## src/rtl/decoder_pkg.sv

```systemverilog
// Shared decode-stage types plus the LED PWM config word layout.
// Types: word (32b data), r (5b register index), csr_addr_t (12b), csr_t (CSR op).
// Also carries the PWM FSM state type and a config-field extraction helper.
package decoder_pkg;

  typedef logic [31:0] word;
  typedef logic [4:0]  r;
  typedef logic [11:0] csr_addr_t;

  // Register and immediate forms; for the immediate forms `in` already holds
  // the zero-extended uimm and rs1 holds the raw uimm field.
  typedef enum logic [2:0] {
    CsrNone = 3'd0,
    CsrRw   = 3'd1,
    CsrRs   = 3'd2,
    CsrRc   = 3'd3,
    CsrRwi  = 3'd4,
    CsrRsi  = 3'd5,
    CsrRci  = 3'd6
  } csr_t;

  // LED PWM config word: EN | reserved | PRESC | TOP | DUTY
  localparam csr_addr_t LedPwmCsrAddr  = 12'h7c0;
  localparam int        LedPwmEnBit    = 31;
  localparam int        LedPwmPrescLsb = 16;
  localparam int        LedPwmTopLsb   = 8;
  localparam int        LedPwmDutyLsb  = 0;

  typedef enum logic {
    PwmIdle = 1'b0,
    PwmRun  = 1'b1
  } pwm_state_t;

  function automatic logic [7:0] cfg_field(input word cfg, input int lsb);
    return cfg[lsb +: 8];
  endfunction

endpackage

```

## src/rtl/csr.sv

```systemverilog
// Single CSR register with RW/RS/RC semantics (register and immediate forms).
// Ports: clk, reset, en/addr/rs1/rd/op/in (access), old (pre-access value), q (current value).
// Write lands on the clock edge of the access; old is combinational from q.
module csr
  import decoder_pkg::*;
#(
  parameter csr_addr_t Addr     = '0,
  parameter word       ResetVal = '0
) (
  input  logic      clk,
  input  logic      reset,
  input  logic      en,
  input  csr_addr_t addr,
  input  r          rs1,
  input  r          rd,
  input  csr_t      op,
  input  word       in,
  output word       old,
  output word       q
);

  logic hit;
  logic we;
  logic rw_form;
  word  q_nxt;

  assign hit     = en && (addr == Addr);
  assign rw_form = (op == CsrRw) || (op == CsrRwi);

  always_comb begin
    we    = 1'b0;
    q_nxt = q;
    if (hit) begin
      case (op)
        CsrRw, CsrRwi: begin
          we    = 1'b1;
          q_nxt = in;
        end
        // rs1 == x0 (or uimm == 0) makes set/clear a pure read
        CsrRs, CsrRsi: begin
          we    = (rs1 != '0);
          q_nxt = q | in;
        end
        CsrRc, CsrRci: begin
          we    = (rs1 != '0);
          q_nxt = q & ~in;
        end
        default: begin
          we    = 1'b0;
          q_nxt = q;
        end
      endcase
    end
  end

  // A write-only access (rd == x0) performs no read, so nothing is returned.
  assign old = (hit && !(rw_form && (rd == '0))) ? q : '0;

  always_ff @(posedge clk) begin
    if (reset) begin
      q <= ResetVal;
    end else if (we) begin
      q <= q_nxt;
    end
  end

endmodule

```

## src/rtl/pwm_core.sv

```systemverilog
// Prescaled period counter with double-buffered PRESC/TOP/DUTY and compare output.
// Ports: clk, reset, cfg (config word, EN|rsvd|PRESC|TOP|DUTY), led (PWM output).
// Shadows reload only on start or at a period boundary, so the output never glitches.
module pwm_core
  import decoder_pkg::*;
(
  input  logic clk,
  input  logic reset,
  input  word  cfg,
  output logic led
);

  pwm_state_t state, state_nxt;
  logic [7:0] pcnt, pcnt_nxt;
  logic [7:0] cnt, cnt_nxt;
  logic [7:0] presc_s, presc_nxt;
  logic [7:0] top_s, top_nxt;
  logic [7:0] duty_s, duty_nxt;
  logic       cfg_en;
  logic       tick;
  logic       load;
  logic       cfg_unused;

  assign cfg_en     = cfg[LedPwmEnBit];
  assign tick       = (pcnt == presc_s);
  // reserved bits are storage only
  assign cfg_unused = ^cfg[30:24];

  always_comb begin
    state_nxt = state;
    pcnt_nxt  = pcnt;
    cnt_nxt   = cnt;
    load      = 1'b0;
    case (state)
      PwmIdle: begin
        if (cfg_en) begin
          state_nxt = PwmRun;
          pcnt_nxt  = '0;
          cnt_nxt   = '0;
          load      = 1'b1;
        end
      end
      PwmRun: begin
        if (!cfg_en) begin
          // abort the period at once; shadows are kept
          state_nxt = PwmIdle;
          pcnt_nxt  = '0;
          cnt_nxt   = '0;
        end else if (tick) begin
          pcnt_nxt = '0;
          if (cnt == top_s) begin
            cnt_nxt = '0;
            load    = 1'b1;
          end else begin
            cnt_nxt = cnt + 8'd1;
          end
        end else begin
          pcnt_nxt = pcnt + 8'd1;
        end
      end
      default: begin
        state_nxt = PwmIdle;
        pcnt_nxt  = '0;
        cnt_nxt   = '0;
      end
    endcase
  end

  // cfg is registered, so a write on a boundary edge is only seen next period
  always_comb begin
    presc_nxt = presc_s;
    top_nxt   = top_s;
    duty_nxt  = duty_s;
    if (load) begin
      presc_nxt = cfg_field(cfg, LedPwmPrescLsb);
      top_nxt   = cfg_field(cfg, LedPwmTopLsb);
      duty_nxt  = cfg_field(cfg, LedPwmDutyLsb);
    end
  end

  always_ff @(posedge clk) begin
    if (reset) begin
      state   <= PwmIdle;
      pcnt    <= '0;
      cnt     <= '0;
      presc_s <= '0;
      top_s   <= '0;
      duty_s  <= '0;
    end else begin
      state   <= state_nxt;
      pcnt    <= pcnt_nxt;
      cnt     <= cnt_nxt;
      presc_s <= presc_nxt;
      top_s   <= top_nxt;
      duty_s  <= duty_nxt;
    end
  end

  // DUTY > TOP gives constant high, DUTY == 0 constant low
  assign led = (state == PwmRun) && (cnt < duty_s);

endmodule

```

## src/rtl/csr_led_pwm.sv

```systemverilog
// CSR-mapped LED PWM/blink driver: config CSR feeding a prescaled PWM core.
// Ports: clk, reset, en/addr/rs1/rd/op/in (CSR access), old (rd writeback), led (pin).
// Config written at edge E0 is acted on at E1; led is registered-state combinational.
module csr_led_pwm
  import decoder_pkg::*;
#(
  parameter csr_addr_t Addr = LedPwmCsrAddr
) (
  input  logic      clk,
  input  logic      reset,
  input  logic      en,
  input  csr_addr_t addr,
  input  r          rs1,
  input  r          rd,
  input  csr_t      op,
  input  word       in,
  output word       old,
  output logic      led
);

  word cfg;

  csr #(
    .Addr     (Addr),
    .ResetVal ('0)
  ) u_csr (
    .clk   (clk),
    .reset (reset),
    .en    (en),
    .addr  (addr),
    .rs1   (rs1),
    .rd    (rd),
    .op    (op),
    .in    (in),
    .old   (old),
    .q     (cfg)
  );

  pwm_core u_pwm (
    .clk   (clk),
    .reset (reset),
    .cfg   (cfg),
    .led   (led)
  );

endmodule

```

## config.mk

```make
export PLATFORM = sky130hd
export DESIGN_NAME = csr_led_pwm
export DESIGN_NICKNAME = d
export VERILOG_FILES = /design/src/rtl/decoder_pkg.sv /design/src/rtl/csr.sv /design/src/rtl/pwm_core.sv /design/src/rtl/csr_led_pwm.sv
export SDC_FILE = /design/constraint.sdc
export NUM_CORES = 1
export LEC_CHECK = 0
export CAP_MARGIN = 25
export CORE_ASPECT_RATIO = 1.25
export CORE_MARGIN = 1.5
export CORE_UTILIZATION = 49
export DETAILED_ROUTE_END_ITERATION = 8
export GPL_TIMING_DRIVEN = 1
export MAX_ROUTING_LAYER = met4
export PLACE_DENSITY = 0.8
export SLEW_MARGIN = 0
export SYNTH_ARGS = -nofsm -noshare
export SYNTH_HDL_FRONTEND = slang
export SYNTH_SLANG_ARGS = --single-unit
```

## constraint.sdc

```tcl
create_clock -name clk -period 2.15 [get_ports clk]
set_input_delay 0.3225 -clock clk [delete_from_list [all_inputs] [get_ports clk]]
set_output_delay 0.3225 -clock clk [all_outputs]
set_load 0.01 [all_outputs]
```

==> results of run 1 <==
==> synthesized netlist by cell type (all sizes together), types with 2 or more instances <==
library cell,n
nor2,75
dfxtp,73
o21ai,44
nand2,41
a21oi,40
and2,32
mux2i,25
xnor2,17
clkbuf,14
buf,11
ha,9
inv,8
nand2b,7
a311oi,6
and3,6
nand3,5
nand4,5
nor2b,5
a21o,2
a41oi,2
nand3b,2
nor3,2
o21bai,2
o31ai,2
==> per-layer routing <==
layer	up-vias	part of all wire, %	routed length, um	track usage, %
met1	1743	39	4120	29.3
met2	148	52	5510	45.6
met5	-	0	0	-
li1	1752	-	-	-
met3	39	5.4	567	6.00
met4	0	3.3	343	13.4
==> critical path: stages, from the launching register on <==
cell	delay, ps
dfxtp_2	340
inv_2	40
ha_4	200
a21o_1	190
a21o_1	170
a211oi_2	190
o211ai_1	120
nand2_1	100
buf_2	130
==> placed cells by master, fill, tap and decap left out, types with 3 or more instances in the layout <==
cell type	n
ha_1	8
buf_2	26
and3_1	6
buf_4	21
nand2b_1	7
buf_6	10
nor2_2	3
nor2_1	70
dfxtp_1	71
clkbuf_8	10
o21ai_1	33
nand4_1	5
nand2_1	40
and2_4	8
clkdlybuf4s50_1	42
o21ai_0	11
inv_1	7
and2_1	24
bufinv_16	3
buf_12	5
a21oi_1	40
nor2b_1	5
mux2i_1	25
a311oi_1	6
dlygate4sd2_1	12
dlymetal6s2s_1	3
xnor2_1	16
nand3_1	4
==> kinds of logic after synthesis <==
kind of cell | after synthesis | share of synthesized area [%]
flops | 73 | 39.8
compound gates | 107 | 17.2
buf+inv | 33 | 5.08
fa+ha+maj | 9 | 3.07
simple gates | 185 | 24.0
xor+xnor | 17 | 4.05
mux | 25 | 6.81
==> where the power goes <==
group | switching (uW) | internal [uW]
clock | 533 | 806
sequential | 0.0270 | 1350
combinational | 94.0 | 121
==> worst min-delay path by stage <==
stage | depth (start not counted) | end
2_1_floorplan | 2 | u_csr.q[24]
3_3_place_gp | 2 | u_csr.q[24]
3_5_place_dp | 2 | u_csr.q[24]
4_1_cts | 4 | u_pwm.cnt[6]
5_1_grt | 4 | u_pwm.cnt[6]
6_report | 4 | u_pwm.cnt[6]
==> registers in the layout (all words and copies together) (netlist names) <==
signal	cells
u_csr.q	32
u_pwm.cnt	8
u_pwm.duty_s	8
u_pwm.pcnt	8
u_pwm.presc_s	8
u_pwm.state	1
u_pwm.top_s	8
==> through the flow <==
stage	std cells	setup TNS, ps	hold slack [ps]
3_5_place_dp	626	-17930	475
6_report	656	-2.55	420
2_1_floorplan	449	0	450
4_1_cts	654	0	410
3_3_place_gp	626	-15800	459
5_1_grt	656	-104	443
==> layout make-up <==
cell class | instances | area (um^2)
Clock inverter | 6 | 115
Timing Repair Buffer | 124 | 1170
Sequential cell | 73 | 1460
Multi-Input combinational cell | 343 | 2130
Fill cell | 560 | 2160
Tap cell | 92 | 115
Inverter | 8 | 30.0
Clock buffer | 10 | 138
==> timing repair <==
item / in CTS / in global routing
cloned: 2 / 2
endpoints found under the hold margin: 0 / 0
endpoints found under the setup margin: 33 / 58
gates resized for setup: 170 / 17
pin swaps: 16 / 5
buffers inserted: 10 / 2
==> flow_summary.toml, run 1 <==
[place]
place_ws_ps = -476
post-dp-hpwl_mm = 6.62
dpl-instance-area_mm2 = 0.00475
portBuffers = 92
gp_congestion = 0.828

[logic_synthesis]
syn_area_mm2 = 0.00367
ys_async_sr_fraction_pct = 0
synth-edff-count = 0
ys.warnings.count = 0
synthDistinctLibCells = 43
avgSynthCellArea_um2 = 8.18
synth_ff_type = "dfxtp_1"
synth_top_area_share_pct = 39.8
synth.area.top_cells = "dfxtp_1 40%, nor2_1 7.6%, mux2i_1 6.8%"
yosys_register_bits = 73
syn_inst = 449
yosysSeqAreaShare_pct = 39.8
synth_fp_nets = 518
yosysTopAreaCell = "dfxtp_1"

[sta]
final-setup-viol-count = 1
period_needed_ps = 2150
skew_ps = 8.14
layout_setup_ws_ps = -2.55
worst_slew_pin_slew_ps = 693
grt_setup_unrepaired = "yes"
drv_slew = 0
slew_headroom_pct = 53.8
fmax_mhz = 465
fin_crit_sh_pct = 100
hold_viol = 0

[worst_setup_path]
ff2ff_setup_slack_ps = 240
reg2reg_to = "u_pwm.top_s[0]"
crit_path_start_kind = "flip-flop"
r2r-start = "u_pwm.pcnt[5]"
cp_max_fo = 2
crit_arrival_ps = 1830
cp_data_required_time_ps = 1830
crit_path_end_kind = "output pin"
r2r_cells = 7
worst-setup-path-type = "reg -> out"
cp-endpoint = "led"
critPathLaunch = "u_pwm.duty_s[1]"

[clocking]
cts_buffers = 9
clk_pin_slew_ps = 80
numClockSinks = 73
clk_latency_ps = 350
cts-root-buf = "clkbuf_8"
cts_buffer_depth = 2
tritoncts = "done"
postCtsHoldBufs = 0
h-tree-depth = 3

[flow_run]
maxCapViolCount = 0

[global_route]
track_usage_pct = 26.9
grt.overflow.total = 0
grt_first_pass_wirelength_mm = 16.3
antenna_found_initial = 0
grt_pass1_vias = 3563
grt_max_degree = 69

[finish]
syn2layout_area_growth_pct = 40.4
drive_gt1_share_pct = 19.3
nNetsFinal = 628
finish.instance_area_mm2 = 0.00516
diodes = 0
final_util_pct = 70.5

[floorplanning]
start_util_pct = 50.2
dieArea_mm2 = 0.00803
dieWidth_um = 80.4
std_cell_rows = 35
ios = 93
coreArea_mm2 = 0.00731
die_h_um = 99.8

[routing]
ant_nets = 0
wirelength_mm = 10.5
first_iter_violations = 214
viasPerCell = 5.61
wl_per_cell_um = 16.1
drt_first_pass_iters = 6
route.detailed.drc = 0
vias = 3682

[power]
peakVddDrop_v = 0.000454
power_uw = 2900
p_per_area_mw_per_mm2 = 563
leakage_uw = 0.00225

[status]
violations = "setup timing"
status = "finished with violations"

[hold_path]
hold_start = "reset"
min_path_type = "in -> reg"
Note: power is estimated with default switching activity, not from simulation.
==> inputs of run 2 (changes only) <==
- GPL_ROUTABILITY_DRIVEN: default -> 0
- HOLD_SLACK_MARGIN: default -> 0.08
==> results of run 2 <==
Final layout, timing and power as in run 1 (identical DEF).
